`src/rtl/hold_detect_pkg.sv`:
```
// Shared types and helpers for the multi-channel hold detector.
// Holds the per-channel FSM state encoding and a width-generic saturating increment.
package hold_detect_pkg;

    typedef enum logic [1:0] {
        ST_IDLE  = 2'd0,
        ST_COUNT = 2'd1,
        ST_HELD  = 2'd2
    } state_e;

    localparam int unsigned SAT_MAX_W = 32;

    // Increment val, clamping at the all-ones value of a width-bit counter.
    function automatic logic [SAT_MAX_W-1:0] sat_inc(input logic [SAT_MAX_W-1:0] val,
                                                     input int unsigned            width);
        logic [SAT_MAX_W-1:0] lim;
        lim = (width >= SAT_MAX_W) ? '1
                                   : ((SAT_MAX_W'(1) << width) - SAT_MAX_W'(1));
        sat_inc = (val >= lim) ? lim : (val + SAT_MAX_W'(1));
    endfunction

endpackage

```
`src/rtl/hold_detect_chan.sv`:
```
// One hold-detect channel: saturating run-length counter, IDLE/COUNT/HELD FSM
// and the detect / detect_pulse flags, all registered.
module hold_detect_chan
    import hold_detect_pkg::*;
#(
    parameter int unsigned CNT_W = 5
) (
    input  logic             clk,
    input  logic             rst_n,
    input  logic             in_lvl,
    input  logic [CNT_W-1:0] thresh,
    input  logic             sticky_en,
    input  logic             clr,
    output logic [CNT_W-1:0] count,
    output logic             detect,
    output logic             detect_pulse
);

    state_e           state_q, state_d;
    logic [CNT_W-1:0] cnt_q, cnt_d;
    logic             det_q, det_d;
    logic             pulse_q, pulse_d;
    logic             hit;
    logic             set;

    // Next-state: a run that reaches thresh on its first edge goes straight to HELD.
    always_comb begin
        state_d = state_q;
        cnt_d   = '0;
        det_d   = det_q;
        pulse_d = 1'b0;
        hit     = 1'b0;
        set     = 1'b0;

        if (in_lvl) begin
            cnt_d = CNT_W'(sat_inc(SAT_MAX_W'(cnt_q), CNT_W));
        end
        hit = in_lvl && (thresh != '0) && (cnt_d >= thresh);

        case (state_q)
            ST_IDLE:  if (in_lvl) state_d = hit ? ST_HELD : ST_COUNT;
            ST_COUNT: begin
                if (!in_lvl)  state_d = ST_IDLE;
                else if (hit) state_d = ST_HELD;
            end
            ST_HELD:  if (!in_lvl) state_d = ST_IDLE;
            default:  state_d = ST_IDLE;
        endcase

        set = (state_q != ST_HELD) && (state_d == ST_HELD);

        // A new detection beats a coincident clr.
        if (set) begin
            det_d = 1'b1;
        end else if (clr) begin
            det_d = 1'b0;
        end else if ((state_q == ST_HELD) && (state_d != ST_HELD) && !sticky_en) begin
            det_d = 1'b0;
        end
        pulse_d = set;
    end

    always_ff @(posedge clk) begin
        if (!rst_n) begin
            state_q <= ST_IDLE;
            cnt_q   <= '0;
            det_q   <= 1'b0;
            pulse_q <= 1'b0;
        end else begin
            state_q <= state_d;
            cnt_q   <= cnt_d;
            det_q   <= det_d;
            pulse_q <= pulse_d;
        end
    end

    assign count        = cnt_q;
    assign detect       = det_q;
    assign detect_pulse = pulse_q;

endmodule

```
`src/rtl/hold_detect_mc.sv`:
```
// Multi-channel hold detector: CHANNELS independent channels sharing
// thresh and sticky_en, with count packed CNT_W bits per channel.
module hold_detect_mc
    import hold_detect_pkg::*;
#(
    parameter int unsigned CHANNELS = 2,
    parameter int unsigned CNT_W    = 5
) (
    input  logic                      clk,
    input  logic                      rst_n,
    input  logic [CHANNELS-1:0]       in_lvl,
    input  logic [CNT_W-1:0]          thresh,
    input  logic                      sticky_en,
    input  logic [CHANNELS-1:0]       clr,
    output logic [CHANNELS*CNT_W-1:0] count,
    output logic [CHANNELS-1:0]       detect,
    output logic [CHANNELS-1:0]       detect_pulse
);

    for (genvar i = 0; i < int'(CHANNELS); i++) begin : g_chan
        hold_detect_chan #(
            .CNT_W(CNT_W)
        ) u_chan (
            .clk         (clk),
            .rst_n       (rst_n),
            .in_lvl      (in_lvl[i]),
            .thresh      (thresh),
            .sticky_en   (sticky_en),
            .clr         (clr[i]),
            .count       (count[i*CNT_W +: CNT_W]),
            .detect      (detect[i]),
            .detect_pulse(detect_pulse[i])
        );
    end

endmodule

```
`config.mk`:
```
export PLATFORM = sky130hd
export DESIGN_NAME = hold_detect_mc
export DESIGN_NICKNAME = d
export VERILOG_FILES = /design/src/rtl/hold_detect_pkg.sv /design/src/rtl/hold_detect_chan.sv /design/src/rtl/hold_detect_mc.sv
export SDC_FILE = /design/constraint.sdc
export NUM_CORES = 1
export LEC_CHECK = 0
export ABC_CLOCK_PERIOD_IN_PS = 2480
export BUFFER_PORTS_ARGS = -buffer_cell sky130_fd_sc_hd__buf_2
export CAP_MARGIN = 20
export CORE_ASPECT_RATIO = 0.7
export CORE_MARGIN = 3
export CORE_UTILIZATION = 30
export CTS_CLUSTER_DIAMETER = 80
export CTS_CLUSTER_SIZE = 25
export DETAILED_ROUTE_END_ITERATION = 16
export GPL_TIMING_DRIVEN = 0
export PLACE_DENSITY = 0.63
export SLEW_MARGIN = 30
export SYNTH_ARGS = -nofsm -noshare
export SYNTH_HDL_FRONTEND = slang
export SYNTH_SLANG_ARGS = --single-unit
```
`constraint.sdc`:
```
create_clock -name clk -period 2.48 [get_ports clk]
set_clock_uncertainty 0.1 [all_clocks]
set_input_delay 0.744 -clock clk [delete_from_list [all_inputs] [get_ports clk]]
set_output_delay 0.744 -clock clk [all_outputs]
set_load 0.005 [all_outputs]
```
==> impl_metrics.yaml, run 1 <==
timing:
  finalHoldViolCount: 0
  fin_crit_sh_pct: 96.7
  rsz0062_at_grt: "false"
  slew_violations: 0
  setup_viol: 0
  timing.fmax_mhz: 417
  fin_crit_ps: 2400
  slew_headroom_pct: 73.1
  tightestPinTransition_ps: 404
grt:
  grt_pass1_wl_um: 3930
  grt_max_degree: 11
  grt_pass1_vias: 907
  grt.total_usage_pct: 11.9
  grt_overflow_total: 0
  antenna_found_initial: 0
final_layout:
  antennaDiodeCount: 0
  multiInputGateArea_um2: 707
  regArea_um2: 365
  drive_gt1_share_pct: 35.3
  final_util_pct: 41.9
  layout.nets: 167
  fill_cells: 324
  areaGrowthSynthToFinish_pct: 30.7
power:
  p_switching_mw: 0.135
  p_leak_nw: 0.647
  power_mw: 0.572
  p_sw_share_pct: 23.6
  power_frac_comb_pct: 12.5
  intPower_mw: 0.436
  peakVddDrop_v: 0.000208
  p_per_area_nw_per_um2: 422
  seq_power_share_pct: 52.6
  clockPowerShare_pct: 34.8
logic_synthesis:
  async_flop_share_pct: 0
  synth_top_flop_cell: "dfxtp_1"
  synth.most_common_cell: "dfxtp_1"
  yosysSeqAreaShare_pct: 34.8
  synth_area_um2: 1040
  synth_edf_count: 0
  ys_top_cells_by_area: "dfxtp_1 35%, ha_1 17%, and2_1 4.8%"
  ys_warn_count: 0
  synth_nets: 137
  synth_commonest_cells: "18 x dfxtp_1, 14 x ha_1, 10 x nand2_1"
  synth_top_area_cell: "dfxtp_1"
  synth_top_area_share_pct: 34.8
  ys_types: 30
  synth-seq-cells: 18
  synth_cells: 111
  syn_area_per_cell_um2: 9.33
drt:
  wire_per_inst_um: 12.2
  drt-initial-drc-count: 23
  drt_pass1_iterations: 4
  via_per_inst: 4.69
  antenna_left: 0
  vias: 873
  routed_wl_um: 2270
  drc: 0
critical_path:
  endpoint_kind: "flip-flop"
  worstPathCellList: "ha_4 > and3_1 > ha_2 > a31o_4 > o21a_4 > ha_4 > nand2_1 > o21ai_2 > a31oi_4 > o2111a_1"
  crit_path_top_delay_cell: "dfxtp_4"
  crit_required_ps: 2520
  cp_common_cell: "ha_4"
  crit_path_max_incr_delay_ps: 360
  cp_max_fo: 4
  cp_num_buf_inv: 0
  cp_top_family: "compound AO/OA/AOI/OAI gates"
  critPathLaunchType: "flip-flop"
  cp_data_arrival_time_ps: 2440
  worstSetupPathType: "flip-flop to flip-flop"
hold_path:
  worst_hold_path_type: "flip-flop to flip-flop"
flow_run:
  maxCapViolCount: 0
cts:
  cts_made_buffers: 3
  cts_sinks: 18
  h-tree-depth: 1
  cts_buffer_depth: 2
  clock_latency_ps: 250
  cts_setup_buffers: 0
  cts.clk_slew.worst_paths_ps: 70
  root_buffer: "clkbuf_8"
  cts_tree: "yes"
placement:
  place_congestion: 0.775
  io_buffer_count: 25
  dpl.hpwl_um: 1790
floorplanning:
  die_h_um: 55.2
  fp.coreArea_um2: 3230
  io-pin-count: 26
  start_util_pct: 32.0
  rows: 17
  die_area_um2: 4210
  fp.dieW_um: 76.2
outcome:
  outcome: "finished, final reports clean"
power by group through the flow:
stage | Clock (mW) | Sequential [mW] | Combinational [mW]
6_report | 0.199 | 0.301 | 0.0717
5_1_grt | 0.224 | 0.302 | 0.0804
4_1_cts | 0.209 | 0.300 | 0.0644
3_5_place_dp | 0 | 0.307 | 0.0627
3_3_place_gp | 0 | 0.306 | 0.0599
2_1_floorplan | 0 | 0.306 | 0.0359
cell type report:
type	instances	share of cell area (%)
sequential	18	27.0
buffer	6	2.77
multi-input combinational	82	52.2
clock buffer	3	3.05
timing repair buffer	25	9.24
tap	47	4.34
inverter	5	1.39
per-layer routing:
layer / vias up / wire length, um / global-route usage [%] / part of all wire [%]
li1: 449 / - / - / -
met1: 404 / 1080 / 13.5 / 48
met2: 18 / 1060 / 22.2 / 47
met3: 2 / 111 / 4.21 / 4.9
met4: 0 / 13 / 2.71 / 0.57
met5: - / 0 / 0 / 0
sequential cells by signal, indices dropped and copies added, names as in the netlist:
name	flops
g_chan.u_chan.detect_pulse	2
g_chan.u_chan.state_q	4
g_chan.u_chan.count	10
g_chan.u_chan.detect	2
stage by stage:
stage          hold slack (ps)  cell area (um^2)  setup slack [ps]  setup TNS (ps)  cells
2_1_floorplan              312              1040              79.9               0    111
3_3_place_gp               332              1220             -82.1            -213    183
3_5_place_dp               347              1220              -138            -433    183
4_1_cts                    356              1270              11.5               0    186
5_1_grt                    398              1350             0.805               0    186
6_report                   359              1350              81.9               0    186
worst reg2reg max path, delay by kind of cell (launching register included):
kind	cells	cell delay, ps
AO/OA/AOI/OAI	5	1000
adder cells (fa/ha/maj)	3	590
flip-flops	1	360
AND/OR/NAND/NOR	2	230
cells by family (layout without fill, tap and decap cells):
group | count (synthesis) | in the layout | synth area share [%]
compound gates | 25 | 25 | 17.4
xor+xnor | 4 | 4 | 3.38
fa+ha+maj | 14 | 14 | 16.9
buf+inv | 11 | 39 | 5.44
flops | 18 | 18 | 34.8
simple gates | 39 | 39 | 22.1
timing repair:
item                       CTS  global route
setup endpoints to repair    4             8
hold buffers                 0             0
gates cloned                 0             0
pin swaps                    3             9
gates resized for setup      3            17
worst paths after layout:
| check | slack [ps] | cells after the start | endpoint | from |
|---|---|---|---|---|
| worst max-delay path | 80 | 10 | g_chan[0].u_chan.state_q[0] | g_chan[0].u_chan.count[0] |
| worst min-delay path | 360 | 1 | g_chan[1].u_chan.state_q[0] | g_chan[1].u_chan.state_q[1] |
| worst max register to register | 80 | 10 | g_chan[0].u_chan.state_q[0] | g_chan[0].u_chan.count[0] |
| worst min register to register | 360 | 1 | g_chan[1].u_chan.state_q[0] | g_chan[1].u_chan.state_q[1] |
cell usage in the layout (no fill, tap or decap), drive strengths merged:
cell,netlist,routed
buf,4,29
dfxtp,18,18
ha,14,14
nand2,10,10
and2,8,8
and3,7,7
o21a,6,6
inv,5,5
clkbuf,2,5
a21oi,4,4
o21ai,4,4
nor2b,3,3
nand4b,3,3
a31oi,3,3
xor2,2,2
xnor2,2,2
a21boi,2,2
nor2,2,2
a31o,2,2
nor3,2,2
a21o,1,1
nand3,1,1
nand4,1,1
or4,1,1
nand2b,1,1
o211ai,1,1
o2111a,1,1
o311ai,1,1
(Power assumes the default switching activity.)
==> inputs of run 2 (changes only) <==
SYNTH_HIERARCHICAL = 1   (was unset)
==> impl_metrics.yaml, run 2 <==
logic_synthesis:
  synth_edf_count: 0
  synth.most_common_cell: "dfxtp_1"
  synth_top_family_by_area: "compound AO/OA/AOI/OAI gates"
  async_flop_share_pct: 0
  yosysSeqAreaShare_pct: 33.5
  syn_area_per_cell_um2: 9.61
  synth_top_flop_cell: "dfxtp_1"
  synth_commonest_cells: "18 x dfxtp_1, 14 x ha_1, 12 x inv_1"
  synth_compound_area_share_pct: 28.8
  ys_types: 27
  synthAdderAreaFrac_pct: 16.3
  synthMuxAreaShare_pct: 0
  synth_top_area_cell: "dfxtp_1"
  synth-seq-cells: 18
  synth_simple_gate_area_share_pct: 15.6
  ys_warn_count: 6
  synth-xor-area-share_pct: 1.63
  synth_area_um2: 1080
  synth_cells: 112
  synth_nets: 138
  ys_top_cells_by_area: "dfxtp_1 33%, ha_1 16%, a21boi_0 4.2%"
  synth_top_area_share_pct: 33.5
power:
  p_switching_mw: 0.142
  p_per_area_nw_per_um2: 427
  intPower_mw: 0.441
  p_sw_share_pct: 24.4
  p_leak_nw: 0.640
  seq_power_share_pct: 51.7
  peakVddDrop_v: 0.000195
  power_frac_comb_pct: 13.4
  power_mw: 0.583
  clockPowerShare_pct: 34.8
floorplanning:
  start_util_pct: 32.6
  die_area_um2: 4350
  fp.dieW_um: 77.6
  io-pin-count: 26
  rows: 17
  die_h_um: 56.1
  fp.coreArea_um2: 3300
critical_path:
  worstSetupEndpoint: "g_chan[0].u_chan/state_q[1]"
  cp-startpoint: "g_chan[0].u_chan/count[1]"
  r2r-end: "g_chan[0].u_chan/state_q[1]"
  cp_max_fo: 8
  regToRegSetupSlack_ps: 140
  crit_required_ps: 2550
  reg2regPathDepth: 10
  worstSetupPathType: "flip-flop to flip-flop"
  regToRegStartpoint: "g_chan[0].u_chan/count[1]"
  cp_data_arrival_time_ps: 2410
  critPathLaunchType: "flip-flop"
  endpoint_kind: "flip-flop"
grt:
  antenna_found_initial: 0
  grt.total_usage_pct: 11.4
  grt_overflow_total: 0
  grt_pass1_vias: 896
  grt_pass1_wl_um: 3920
  grt_max_degree: 10
timing:
  tightestPinTransition_ps: 375
  finalHoldViolCount: 0
  slew_violations: 0
  setup_viol: 0
  fin_crit_sh_pct: 94.5
  timing.fmax_mhz: 427
  fin_crit_ps: 2340
  slew_headroom_pct: 74.7
placement:
  io_buffer_count: 25
  dpl.hpwl_um: 1910
  place_congestion: 0.741
  dp.cells: 184
drt:
  via_per_inst: 4.94
  wire_per_inst_um: 12.9
  drt_pass1_iterations: 4
  vias: 933
  routed_wl_um: 2440
  antenna_left: 0
  drc: 0
  drt-initial-drc-count: 53
cts:
  cts_buffer_depth: 2
  cts_tree: "yes"
  cts_sinks: 18
  clock_latency_ps: 250
  cts_made_buffers: 3
  cts.clk_slew.worst_paths_ps: 70
  cts_hold_buf: 0
  h-tree-depth: 1
  root_buffer: "clkbuf_8"
final_layout:
  drive_gt1_share_pct: 34.5
  final_common_cell: "buf_2"
  layout.nets: 170
  areaGrowthSynthToFinish_pct: 27.0
  fill_cells: 321
  largest_reg_flops: 10
  final_cell_mix: "25 x buf_2, 16 x dfxtp_1, 12 x inv_1, 12 x ha_1, 8 x a21oi_1"
  finalNonFillerCells: 189
  antennaDiodeCount: 0
flow_run:
  maxCapViolCount: 0
outcome:
  outcome: "finished, final reports clean"
hold_path:
  worst_hold_path_type: "flip-flop to flip-flop"
[run 2: final cells by class]
| class | instances | area (um^2) | area share, % |
|---|---|---|---|
| inverters | 12 | 45.0 | 3.30 |
| flip-flops and latches | 18 | 363 | 26.6 |
| repair buffers | 27 | 140 | 10.3 |
| clock buffers | 3 | 41.3 | 3.02 |
| multi-input cells | 82 | 718 | 52.6 |
| well taps | 47 | 58.8 | 4.30 |
[run 2: repair_timing]
item | in CTS | in global routing
setup buffers | 0 | 2
setup endpoints to repair | 1 | 8
gates resized for setup | 1 | 15
pin swaps | 0 | 3
[run 2: cell families (layout without fill, tap and decap cells)]
group	after synthesis	count (layout)
AOI/OAI and AO/OA	38	38
and+or+nand+nor	28	28
DFF	18	18
adders and majority gates	14	14
buffers and inverters	12	42
xor gates and xnor gates	2	2
[run 2: worst min path at each step]
stage | from | to | depth (start not counted) | slack (ps)
2_1_floorplan | g_chan[0].u_chan/state_q[1] | g_chan[0].u_chan/state_q[1] | 2 | 380
3_3_place_gp | g_chan[1].u_chan/state_q[1] | g_chan[1].u_chan/state_q[1] | 2 | 390
3_5_place_dp | g_chan[1].u_chan/count[0] | g_chan[1].u_chan/count[0] | 1 | 400
4_1_cts | g_chan[1].u_chan/count[0] | g_chan[1].u_chan/count[0] | 1 | 420
5_1_grt | g_chan[1].u_chan/count[0] | g_chan[1].u_chan/count[0] | 1 | 420
6_report | g_chan[1].u_chan/count[0] | g_chan[1].u_chan/count[0] | 1 | 380
[run 2: power by group through the flow]
stage / Clock (mW) / Combinational [mW] / Sequential (mW)
global route: 0.217 / 0.0894 / 0.303
detailed placement: 0 / 0.0755 / 0.308
CTS: 0.207 / 0.0759 / 0.301
finish: 0.203 / 0.0782 / 0.302
global placement: 0 / 0.0723 / 0.307
floorplan: 0 / 0.0455 / 0.307
[run 2: stage by stage]
stage / TNS (ps) / worst slack [ps] / hold WS (ps) / util, % / area (um^2)
CTS: 0 / 44.9 / 419 / 39.7 / 1310
global route: -10.4 / -10.4 / 420 / 41.4 / 1370
global placement: 0 / 102 / 391 / 38.2 / 1260
detailed placement: 0 / 6.26 / 403 / 38.2 / 1260
finish: 0 / 137 / 382 / 41.4 / 1370
floorplan: 0 / 269 / 377 / - / 1080
[run 2: critical path: stages (launching register included)]
cell     delay, ps
dfxtp_1        390
ha_1           210
and3_1         170
ha_2           210
a21oi_4         60
buf_4          140
a21bo_2        200
ha_1           260
nor2b_1         40
o211a_1        260
o32ai_2        210
[run 2: metal layers]
metal	up-vias	GRT usage (%)	routed length (um)
met2	17	17.0	1140
met3	6	1.78	74
met1	439	14.8	1150
met5	-	0	0
met4	0	8.38	75
li1	471	-	-
